`src/rtl/core_exclusive_monitor_pkg.sv`:
```
// Shared types and constants for the core local exclusive monitor.
//   ex_mon_state : monitor state encoding (OPEN / EXCL / CHECK)
//   ex_tag_t     : reservation-granule tag for the default address/granule sizing
//   STREX_STATUS_* : value written to Rd by a STREX
`timescale 1ns/1ps
package core_exclusive_monitor_pkg;

  localparam int unsigned EX_ADDR_BITS    = 30;
  localparam int unsigned EX_GRANULE_LOG2 = 2;
  localparam int unsigned EX_TAG_BITS     = EX_ADDR_BITS - EX_GRANULE_LOG2;

  typedef logic [EX_TAG_BITS-1:0] ex_tag_t;

  typedef enum logic [1:0] {
    EX_OPEN  = 2'd0,
    EX_EXCL  = 2'd1,
    EX_CHECK = 2'd2
  } ex_mon_state;

  localparam logic STREX_STATUS_OK   = 1'b0;
  localparam logic STREX_STATUS_FAIL = 1'b1;

  // Width of the reservation lifetime counter; at least one bit even when unused.
  function automatic int unsigned ex_cnt_bits(input int unsigned timeout);
    return (timeout < 2) ? 1 : $clog2(timeout + 1);
  endfunction

endpackage

```
`src/rtl/core_exclusive_monitor.sv`:
```
// Local exclusive monitor: tracks one LDREX reservation per core and decides
// STREX pass/fail. Writes from other masters (snoop) break a matching reservation.
// Ports:
//   clk, rst_n                 clock, synchronous active-low reset
//   ldrex_valid / ldrex_addr   exclusive load issue and word address
//   strex_valid / strex_addr   exclusive store check request and word address
//   clrex, exception           drop the reservation
//   snoop_valid / snoop_addr   write by another master
//   strex_done                 one-cycle result pulse (one cycle after strex_valid)
//   strex_fail                 Rd status, valid with strex_done
//   strex_write                bus write grant for a passing STREX
//   busy                       STREX check in flight
//   excl_open                  no reservation held
`timescale 1ns/1ps
module core_exclusive_monitor
  import core_exclusive_monitor_pkg::*;
#(
  parameter int unsigned ADDR_BITS      = 30,
  parameter int unsigned GRANULE_LOG2   = 2,
  parameter int unsigned TIMEOUT_CYCLES = 0
) (
  input  logic                 clk,
  input  logic                 rst_n,
  input  logic                 ldrex_valid,
  input  logic [ADDR_BITS-1:0] ldrex_addr,
  input  logic                 strex_valid,
  input  logic [ADDR_BITS-1:0] strex_addr,
  input  logic                 clrex,
  input  logic                 exception,
  input  logic                 snoop_valid,
  input  logic [ADDR_BITS-1:0] snoop_addr,
  output logic                 strex_done,
  output logic                 strex_fail,
  output logic                 strex_write,
  output logic                 busy,
  output logic                 excl_open
);

  localparam int unsigned TAG_BITS = ADDR_BITS - GRANULE_LOG2;
  localparam int unsigned CNT_BITS = ex_cnt_bits(TIMEOUT_CYCLES);
  localparam logic [CNT_BITS-1:0] CNT_LOAD = CNT_BITS'(TIMEOUT_CYCLES);
  localparam logic [CNT_BITS-1:0] CNT_ONE  = CNT_BITS'(1);

  ex_mon_state         state_q, state_d;
  logic [TAG_BITS-1:0] tag_q, tag_d;
  logic [CNT_BITS-1:0] cnt_q, cnt_d;
  logic                done_q, done_d;
  logic                fail_q, fail_d;
  logic                write_q, write_d;
  logic                busy_q, busy_d;
  logic                open_q, open_d;

  logic [TAG_BITS-1:0] ld_tag, st_tag, sn_tag;
  logic                snp_hit_res;
  logic                snp_hit_ld;
  logic                strex_pass;

  assign ld_tag = ldrex_addr[ADDR_BITS-1:GRANULE_LOG2];
  assign st_tag = strex_addr[ADDR_BITS-1:GRANULE_LOG2];
  assign sn_tag = snoop_addr[ADDR_BITS-1:GRANULE_LOG2];

  // Word offsets inside a granule never affect a match.
  logic unused_lo;
  assign unused_lo = ^{ldrex_addr[GRANULE_LOG2-1:0], strex_addr[GRANULE_LOG2-1:0],
                       snoop_addr[GRANULE_LOG2-1:0]};

  assign snp_hit_res = snoop_valid && (sn_tag == tag_q);
  assign snp_hit_ld  = snoop_valid && (sn_tag == ld_tag);

  // Next state: clrex/exception > strex > ldrex > snoop/timeout.
  always_comb begin
    state_d    = state_q;
    tag_d      = tag_q;
    cnt_d      = cnt_q;
    strex_pass = 1'b0;

    case (state_q)
      EX_CHECK: state_d = EX_OPEN;
      default: begin
        if (clrex || exception) begin
          // A STREX in the same cycle still completes, but always fails.
          state_d = strex_valid ? EX_CHECK : EX_OPEN;
        end else if (strex_valid) begin
          state_d    = EX_CHECK;
          strex_pass = (state_q == EX_EXCL) && (st_tag == tag_q) && !snp_hit_res;
        end else if (ldrex_valid) begin
          // A write to the target granule racing the load prevents the reservation.
          if (snp_hit_ld) begin
            state_d = EX_OPEN;
          end else begin
            state_d = EX_EXCL;
            tag_d   = ld_tag;
            cnt_d   = CNT_LOAD;
          end
        end else if (state_q == EX_EXCL) begin
          if (snp_hit_res) begin
            state_d = EX_OPEN;
          end else if (TIMEOUT_CYCLES != 0) begin
            if (cnt_q == CNT_ONE) state_d = EX_OPEN;
            else                  cnt_d   = cnt_q - CNT_ONE;
          end
        end
      end
    endcase

    done_d  = (state_d == EX_CHECK);
    busy_d  = (state_d == EX_CHECK);
    fail_d  = (state_d == EX_CHECK) &&
              ((strex_pass ? STREX_STATUS_OK : STREX_STATUS_FAIL) == STREX_STATUS_FAIL);
    write_d = (state_d == EX_CHECK) && strex_pass;
    open_d  = (state_d != EX_EXCL);
  end

  // State and registered outputs.
  always_ff @(posedge clk) begin
    if (!rst_n) begin
      state_q <= EX_OPEN;
      tag_q   <= '0;
      cnt_q   <= '0;
      done_q  <= 1'b0;
      fail_q  <= 1'b0;
      write_q <= 1'b0;
      busy_q  <= 1'b0;
      open_q  <= 1'b1;
    end else begin
      state_q <= state_d;
      tag_q   <= tag_d;
      cnt_q   <= cnt_d;
      done_q  <= done_d;
      fail_q  <= fail_d;
      write_q <= write_d;
      busy_q  <= busy_d;
      open_q  <= open_d;
    end
  end

  assign strex_done  = done_q;
  assign strex_fail  = fail_q;
  assign strex_write = write_q;
  assign busy        = busy_q;
  assign excl_open   = open_q;

`ifndef SYNTHESIS
  // Core must stall exclusives while a check is in flight, and never issue both at once.
  a_ldrex_busy: assert property (@(posedge clk) disable iff (!rst_n) !(busy_q && ldrex_valid))
    else $error("ldrex issued while busy");
  a_strex_busy: assert property (@(posedge clk) disable iff (!rst_n) !(busy_q && strex_valid))
    else $error("strex issued while busy");
  a_ld_st_same: assert property (@(posedge clk) disable iff (!rst_n) !(ldrex_valid && strex_valid))
    else $error("ldrex and strex issued in the same cycle");
`endif

endmodule

```
`config.mk`:
```
export PLATFORM = sky130hd
export DESIGN_NAME = core_exclusive_monitor
export DESIGN_NICKNAME = d
export VERILOG_FILES = /design/src/rtl/core_exclusive_monitor_pkg.sv /design/src/rtl/core_exclusive_monitor.sv
export SDC_FILE = /design/constraint.sdc
export NUM_CORES = 1
export LEC_CHECK = 0
export ABC_AREA = 1
export BUFFER_PORTS_ARGS = -buffer_cell sky130_fd_sc_hd__buf_2
export CAP_MARGIN = 0
export CORE_UTILIZATION = 38
export DETAILED_ROUTE_END_ITERATION = 8
export PLACE_DENSITY = 0.66
export REMOVE_ABC_BUFFERS = 1
export SLEW_MARGIN = 20
export SYNTH_ARGS = -nofsm -noshare
export SYNTH_HDL_FRONTEND = slang
export SYNTH_SLANG_ARGS = --single-unit
```
`constraint.sdc`:
```
create_clock -name clk -period 1.3 [get_ports clk]
set_input_delay 0.13 -clock clk [delete_from_list [all_inputs] [get_ports clk]]
set_output_delay 0.13 -clock clk [all_outputs]
set_load 0.005 [all_outputs]
```
==> reports/results.ini <==
[sta]
fmaxAchievable_mhz = 680
setup_viol = 32
maxSlewHeadroom = 0.792
slew_viol_final = 0
grt_setup_unrepaired = true
fin_crit_ns = 1.47
worstMarginPinSlew_ns = 0.311
layout_setup_ws_ns = -0.170
fin_skew_ns = 0.00491
tns_ns = -4.21
post-route-period-util = 1.13
hold_viol = 0

[worst_setup_path]
rrSetupSlack_ns = -0.17
startpoint_type = flip-flop
cp-end-kind = flip-flop
cp_max_fo = 5
arrival_ns = 1.66
required_ns = 1.49
critical_path_class = reg2reg

[synth]
syn_inst = 494
synthFlopType = dfxtp_1
ys_types = 25
synthArstFlopShare = 0
synth_edf_count = 0
yosysWarnings = 0
yosysSeqAreaShare = 0.243
avgSynthCellArea_sq_um = 5.68
synth-seq-cells = 34
synth_area_sq_um = 2810

[global_route]
grt_usage = 0.237
grt_pass1_vias = 3035
grt_pass1_wl_um = 13900
grt_max_degree = 41
grt_overflow = 0
antenna_found_initial = 0

[routing]
wl_um = 9680
first_iter_violations = 198
drc_errors = 0
dr.pass1.iters = 4
postRouteAntennaNets = 0
wl_per_cell_um = 12.9
vias = 3519
viasPerCell = 4.69

[placement]
dp_hpwl_um = 7120
gp_congestion = 0.917
postPlaceCellArea_sq_um = 3790
io_buffers = 95

[pwr]
powerDensity_nw_per_um2 = 684
p_leak_nw = 2.20
max-vdd-ir-drop_v = 0.000425

[final_layout]
antennaDiodeCount = 0
design_area_sq_um = 4290
area_growth_pct = 53.0
regArea_sq_um = 698
drive_gt1_frac = 0.371
multi_input_comb_area_sq_um = 1830
nFillCells = 693
layout.nets = 751

[clocking]
clk_pin_slew_ns = 0.08
cts_sinks = 34
root_buffer = clkbuf_8
clk_latency_ns = 0.29
htreeDepth = 2
cts-hold-fix-buffers = 0
cts_made_buffers = 5
cts_tree = built
cts.path.max_buffers = 2

[floorplanning]
die_w_um = 87.9
coreArea_sq_um = 6980
die_area_sq_um = 7730
die_h_um = 87.9
ios = 102
placementRows = 30
start_util = 0.402

[outcome]
violations = negative setup slack
status = complete, but fails checks

[run]
maxCapViolCount = 0

[min_path]
hold_path_class = in2reg

## cell usage in the layout (no fill, tap or decap), types with 2 or more instances in the layout
| cell type | synthesis | routed |
|---|---|---|
| nand3_1 | 26 | 10 |
| buf_4 | 4 | 59 |
| nor2_2 | 0 | 6 |
| inv_1 | 83 | 79 |
| buf_8 | 0 | 2 |
| clkbuf_16 | 0 | 3 |
| clkbuf_8 | 0 | 5 |
| a21oi_1 | 30 | 30 |
| buf_12 | 0 | 5 |
| dfxtp_1 | 34 | 20 |
| o22ai_1 | 8 | 8 |
| xnor2_1 | 17 | 16 |
| a22o_1 | 3 | 3 |
| o21ai_0 | 12 | 12 |
| clkinv_2 | 0 | 2 |
| nand3_2 | 10 | 25 |
| nand4_1 | 13 | 13 |
| xor2_1 | 4 | 4 |
| nand2_2 | 0 | 6 |
| buf_2 | 6 | 95 |
| inv_2 | 5 | 9 |
| buf_6 | 4 | 4 |
| nand2_1 | 154 | 148 |
| nor2_4 | 0 | 2 |
| nor2_1 | 72 | 64 |
| dfxtp_2 | 0 | 14 |
## path summary, 6_finish.rpt
path,start,to,cells past startpoint
setup / recovery,state_q[1],tag_q[7],10
setup reg to reg,state_q[1],tag_q[7],10
hold / removal,ldrex_addr[19],tag_q[17],5
hold reg to reg,tag_q[3],tag_q[3],2
## state kept, by name, summed over array words and instances (netlist names)
signal / flops
busy: 1
tag_q: 28
excl_open: 1
strex_fail: 1
strex_write: 1
state_q: 2
## synth_stat cells (5+ instances only)
library cell    n  area, sq um
o22ai_1         8         50.1
nand2_1       154          578
a21oi_1        30          150
nand3_1        26          130
buf_2           6         30.0
nand3_2        10          100
inv_1          83          312
nand4_1        13         81.3
nor2_1         72          270
inv_2           5         18.8
xnor2_1        17          149
o21ai_0        12         60.1
dfxtp_1        34          681
## critical path, cell delays in order (launching register included)
cell       delay [ns]
dfxtp_2          0.33
inv_2            0.07
nor2_4           0.04
nor3_4           0.15
nand2_2          0.10
nor2_4           0.18
buf_12           0.16
clkbuf_16        0.15
nand3_1          0.08
nand2_1          0.06
nor2_1           0.03
## power breakdown
group          leakage (nW)  total (mW)  switching [mW]  internal (mW)
registers             0.283        1.11          0.0297           1.08
logic                  1.85       0.839           0.418          0.421
clock network        0.0579       0.989           0.425          0.565
total                  2.20        2.94           0.872           2.06
## stage by stage
stage | util | setup slack [ns] | cells | power (mW) | hold slack, ns
after floorplan | - | -1.83 | 478 | 1.47 | 0.214
after global placement | 0.543 | -0.199 | 728 | 1.87 | 0.461
after detailed placement | 0.543 | -0.189 | 728 | 1.88 | 0.468
after CTS | 0.575 | -0.121 | 740 | 2.89 | 0.167
after global routing | 0.615 | -0.234 | 751 | 3.08 | 0.197
final | 0.615 | -0.170 | 751 | 2.94 | 0.173
## cells by family after synthesis
kind of cell / count (synthesis) / synth area share
xor gates and xnor gates: 21 / 0.0655
buffers and inverters: 104 / 0.158
DFF: 34 / 0.243
and+or+nand+nor: 277 / 0.419
AOI/OAI and AO/OA: 58 / 0.115
## routing by layer
metal  track usage  up-vias  part of all wire
met5             0        -                 0
met3        0.0434       14             0.060
met1         0.306     1556              0.44
li1              -     1839                 -
met4        0.0656        0             0.020
met2         0.403      110              0.48
## final cells by class
cell class,count,area share
sequential,34,0.163
inverter,88,0.0769
multi-input combinational,356,0.427
clock inverter,3,0.00933
timing repair buffer,169,0.280
clock buffer,5,0.0160
tap,96,0.0280
## timing repair
| action | 4_1_cts | 5_1_grt |
|---|---|---|
| endpoints found under the setup margin | 32 | 32 |
| gates resized for setup | 22 | 34 |
| gates cloned | 1 | 6 |
| buffers inserted | 3 | 5 |
| endpoints found under the hold margin | 0 | 0 |
| pin swaps | 14 | 23 |
No activity file was read; power rests on OpenSTA's default activity.
